===== config.mk =====
export PLATFORM = sky130hd
export DESIGN_NAME = block_packer
export DESIGN_NICKNAME = d
export VERILOG_FILES = /design/src/rtl/chacha_pkg.sv /design/src/rtl/block_packer.sv
export SDC_FILE = /design/constraint.sdc
export NUM_CORES = 1
export LEC_CHECK = 0
export CAP_MARGIN = 0
export CELL_PAD_IN_SITES_DETAIL_PLACEMENT = 0
export CELL_PAD_IN_SITES_GLOBAL_PLACEMENT = 2
export CORE_ASPECT_RATIO = 1.25
export CORE_MARGIN = 2
export CORE_UTILIZATION = 25
export CTS_CLUSTER_SIZE = 12
export DETAILED_ROUTE_END_ITERATION = 16
export PLACE_DENSITY_LB_ADDON = 0.08
export SYNTH_ARGS = -nofsm -noshare
export SYNTH_HDL_FRONTEND = slang
export SYNTH_SLANG_ARGS = --single-unit

===== constraint.sdc =====
create_clock -name clk -period 2.3 [get_ports clk]
set_input_delay 0.575 -clock clk [delete_from_list [all_inputs] [get_ports clk]]
set_output_delay 0.575 -clock clk [all_outputs]
set_load 0.05 [all_outputs]

===== src/rtl/chacha_pkg.sv =====
// Shared ChaCha20 block-layout types and constants.
package chacha_pkg;

  typedef logic [31:0] word_t;

  localparam int BLOCK_BYTES     = 64;
  localparam int WORDS_PER_BLOCK = 16;
  localparam int BYTES_PER_WORD  = 4;

  typedef enum logic {
    FILL = 1'b0,
    HOLD = 1'b1
  } packer_state_t;

endpackage


===== src/rtl/block_packer.sv =====
// Byte-stream to 4x4 word matrix packer (ChaCha20 block layout).
//
//   state | meaning
//   ------+-----------------------------------------------------------
//   FILL  | accepting bytes; each byte lands at the next little-endian lane
//   HOLD  | block complete or flushed; presented until out_ready
//
// Byte i lands in word i>>2, lane i[1:0]; word w sits at outdata[w>>2][w&3].
// The matrix is cleared on release, so a partial block's unfilled bytes read
// as zero without any masking on the output side.
module block_packer
  import chacha_pkg::*;
#(
  parameter int DATA_SIZE = 8,
  parameter int ROWS      = 4,
  parameter int COLS      = 4
) (
  input  logic                              clk,
  input  logic                              rst,
  input  logic [DATA_SIZE-1:0]              in_byte,
  input  logic                              in_valid,
  input  logic                              in_last,
  output logic                              in_ready,
  output word_t [ROWS-1:0][COLS-1:0]        outdata,
  output logic                              out_valid,
  input  logic                              out_ready,
  output logic [6:0]                        out_count,
  output logic                              out_last
);

  localparam logic [6:0] COUNT_FULL = 7'(BLOCK_BYTES);

  packer_state_t             r_state;
  logic [6:0]                r_count;
  logic                      r_last;
  word_t [ROWS-1:0][COLS-1:0] r_mat;

  logic [6:0] w_count_nxt;
  logic [1:0] w_row;
  logic [1:0] w_col;
  logic [4:0] w_lsb;
  logic       w_close;

  // Decode the write position of the next byte from the running count.
  always_comb begin
    w_count_nxt = r_count + 7'd1;
    w_row       = r_count[5:4];
    w_col       = r_count[3:2];
    w_lsb       = {r_count[1:0], 3'b000};
    w_close     = (w_count_nxt == COUNT_FULL) || in_last;
  end

  // Fill/hold sequencing, byte-lane writes and the release clear.
  always_ff @(posedge clk) begin
    if (rst) begin
      r_state <= FILL;
      r_count <= '0;
      r_last  <= 1'b0;
      r_mat   <= '0;
    end else begin
      case (r_state)
        FILL: begin
          if (in_valid) begin
            r_mat[w_row][w_col][w_lsb +: 8] <= in_byte[7:0];
            r_count <= w_count_nxt;
            if (w_close) begin
              r_state <= HOLD;
              r_last  <= in_last;
            end
          end
        end
        HOLD: begin
          if (out_ready) begin
            r_state <= FILL;
            r_count <= '0;
            r_last  <= 1'b0;
            r_mat   <= '0;
          end
        end
      endcase
    end
  end

  // Outputs come straight from state registers; no input reaches them combinationally.
  always_comb begin
    in_ready  = (r_state == FILL);
    out_valid = (r_state == HOLD);
    outdata   = r_mat;
    out_count = r_count;
    out_last  = r_last;
  end

endmodule


==> flow_metrics.env <==
export IMPL_wire_per_inst_um=24.1
export IMPL_die_y_um=322
export IMPL_ctsHoldBuffers=0
export IMPL_die_x_um=259
export IMPL_yosysMostFrequentCell="dfxtp_1"
export IMPL_setup_viol=0
export IMPL_power_leakage_nw=12.1
export IMPL_max_stage_delay_ns=0.56
export IMPL_htree_num_levels=2
export IMPL_drive_above_1_share=0.145
export IMPL_status="completed"
export IMPL_crit_chain="dlygate4sd2_1"
export IMPL_overflow=0
export IMPL_relSlewSlack=0.430
export IMPL_placed_area_um2=27900
export IMPL_synth_top_area_share=0.515
export IMPL_worstMarginPinSlew_ns=0.850
export IMPL_grt_met1_usage=0.292
export IMPL_critPathRequiredTime_ns=1.73
export IMPL_period_minus_slack_ns=2.19
export IMPL_portBuffers=534
export IMPL_drtIter0Drc=1177
export IMPL_crit_fanout=2
export IMPL_ys_warn_count=0
export IMPL_clk_pin_slew_ns=0.06
export IMPL_async_reset_ff_frac=0
export IMPL_areaGrowthSynthToFinish_pct=44.8
export IMPL_hold_viol_final=0
export IMPL_use_met2=0.372
export IMPL_synth_seq_cells=521
export IMPL_ios=535
export IMPL_num_rows=116
export IMPL_path_depth=1
export IMPL_syn_cell_area_um2=20300
export IMPL_clock_sinks=521
export IMPL_seqCellArea_um2=10400
export IMPL_dr_pass1_iters=5
export IMPL_ys_seq_area_frac=0.515
export IMPL_endpoint_kind="primary output"
export IMPL_antenna_found_initial=4
export IMPL_worst_setup_path_type="flop to primary output"
export IMPL_fmax_mhz=457
export IMPL_routed_via_density=4.96
export IMPL_postRouteAntennaNets=0
export IMPL_cts_tree="yes"
export IMPL_nNetsFinal=2978
export IMPL_critPathLaunchType="flop"
export IMPL_finalCritPeriodShare=0.950
export IMPL_reg2reg_setup_slack_ns=0.17
export IMPL_yosysTopAreaCell="dfxtp_1"
export IMPL_grt_busiest_layer="met2"
export IMPL_setup_tns_ns=0
export IMPL_crit_path_top_delay_cell="dlygate4sd2_1"
export IMPL_syn_num_nets=2418
export IMPL_track_usage=0.227
export IMPL_dr_total_vias=20200
export IMPL_ir_worst_vdd_v=0.000581
export IMPL_clock_root_buffer="clkbuf_16"
export IMPL_netlist_top_cells_area="dfxtp_1, a21oi_1, o21ai_0, nand2_1, a22oi_1"
export IMPL_min_delay_path_depth=2
export IMPL_syn_inst=2399
export IMPL_netlist_top_cells_count="dfxtp_1, a21oi_1, o21ai_0"
export IMPL_synth_cell_types=51
export IMPL_instances_no_fill=4067
export IMPL_rr_worst_depth=7
export IMPL_cts_buffer_depth=3
export IMPL_rsz0062_at_grt="false"
export IMPL_syn_area_per_cell_um2=8.44
export IMPL_start_util=0.253
export IMPL_drt_total_wl_mm=98.0
export IMPL_crit_family="buffers and inverters"
export IMPL_crit_buf_inv=1
export IMPL_maxCapViolations=0
export IMPL_hpwl_mm=68.7
export IMPL_hold_class="input pin to flop"
export IMPL_n_antenna_cell=0
export IMPL_fillers=8371
export IMPL_gp_congestion=0.804
export IMPL_synth_main_ff_cell="dfxtp_1"
export IMPL_drv_slew=0
export IMPL_grt_start_max_net_pins=79
export IMPL_critical_path_arrival_ns=1.61
export IMPL_grt_first_pass_wirelength_mm=140
export IMPL_grt_pass1_vias=19700
export IMPL_die_area_um2=83300
export IMPL_p_per_area_nw_per_um2=683
export IMPL_clk_insertion_delay_late_ns=0.64
export IMPL_synth_edf_count=0
export IMPL_clock_skew_ns=0.0215
export IMPL_use_met3=0.0604
export IMPL_place_inst=3959
export IMPL_drc_errors=0
export IMPL_cts_buffers=58
export IMPL_core_um2=80100
export IMPL_multiInputGateArea_um2=8890
export IMPL_final_area_um2=29300
## final timing paths
path	from	to
worst min-delay path	rst	outdata[355]
worst max register to register	out_count[0]	outdata[400]
worst min register to register	outdata[158]	outdata[158]
worst max-delay path	outdata[165]	outdata[165]
## cell usage in the layout (no fill, tap or decap), types with 60 or more instances in the layout
cell type | synthesis | final
dlygate4sd2_1 | 0 | 456
dfxtp_1 | 521 | 515
nor2_1 | 148 | 148
a21oi_1 | 436 | 430
nand2_1 | 387 | 387
buf_12 | 0 | 60
clkbuf_16 | 0 | 61
buf_4 | 27 | 175
a22oi_1 | 130 | 130
o21ai_0 | 389 | 389
## timing repair
action,CTS,global route
pin swaps,0,1
setup buffers,0,2
endpoints found under the setup margin,457,100
gates resized for setup,457,12
hold endpoints to repair,0,0
## final cells by class
cell class	count	area share
inverter	13	0.00166
clock inverter	9	0.00324
multi-input combinational	1662	0.303
sequential	521	0.356
clock buffer	97	0.0645
tap	1062	0.0453
timing repair buffer	703	0.226
## where the power goes
part	internal [mW]	leakage, nW	switching (mW)
clock network	5.77	0.988	3.95
logic	0.368	6.88	0.919
registers	9.03	4.20	0.0126
## per-layer routing
layer / part of all wire / vias to the layer above
li1: - / 9506
met1: 0.43 / 9839
met2: 0.46 / 692
met3: 0.076 / 133
met4: 0.029 / 0
met5: 0 / -
## state kept, by name, summed over array words and instances, names as in the netlist
register,cells
outdata,512
out_valid,1
out_count,7
out_last,1
## stage by stage
| step | utilization | hold slack (ns) | power, mW | worst slack, ns |
|---|---|---|---|---|
| 2_1_floorplan | - | 0.695 | 9.90 | 0.0519 |
| 3_3_place_gp | 0.348 | 0.461 | 10.5 | -0.0831 |
| 3_5_place_dp | 0.348 | 0.466 | 10.5 | -0.151 |
| 4_1_cts | 0.365 | 0.273 | 20.3 | 0.0246 |
| 5_1_grt | 0.366 | 0.306 | 20.7 | 0.00567 |
| 6_report | 0.366 | 0.316 | 20.0 | 0.114 |
## kinds of logic (layout without fill, tap and decap cells)
kind of cell | after synthesis | count (layout) | synth area share
flip-flops | 521 | 521 | 0.515
buffers and inverters | 216 | 822 | 0.0515
adder cells (fa/ha/maj) | 6 | 6 | 0.00371
multiplexers | 1 | 1 | 0.000741
AND/OR/NAND/NOR | 673 | 673 | 0.165
AO/OA/AOI/OAI | 982 | 982 | 0.264
Note: power is estimated with default switching activity, not from simulation.
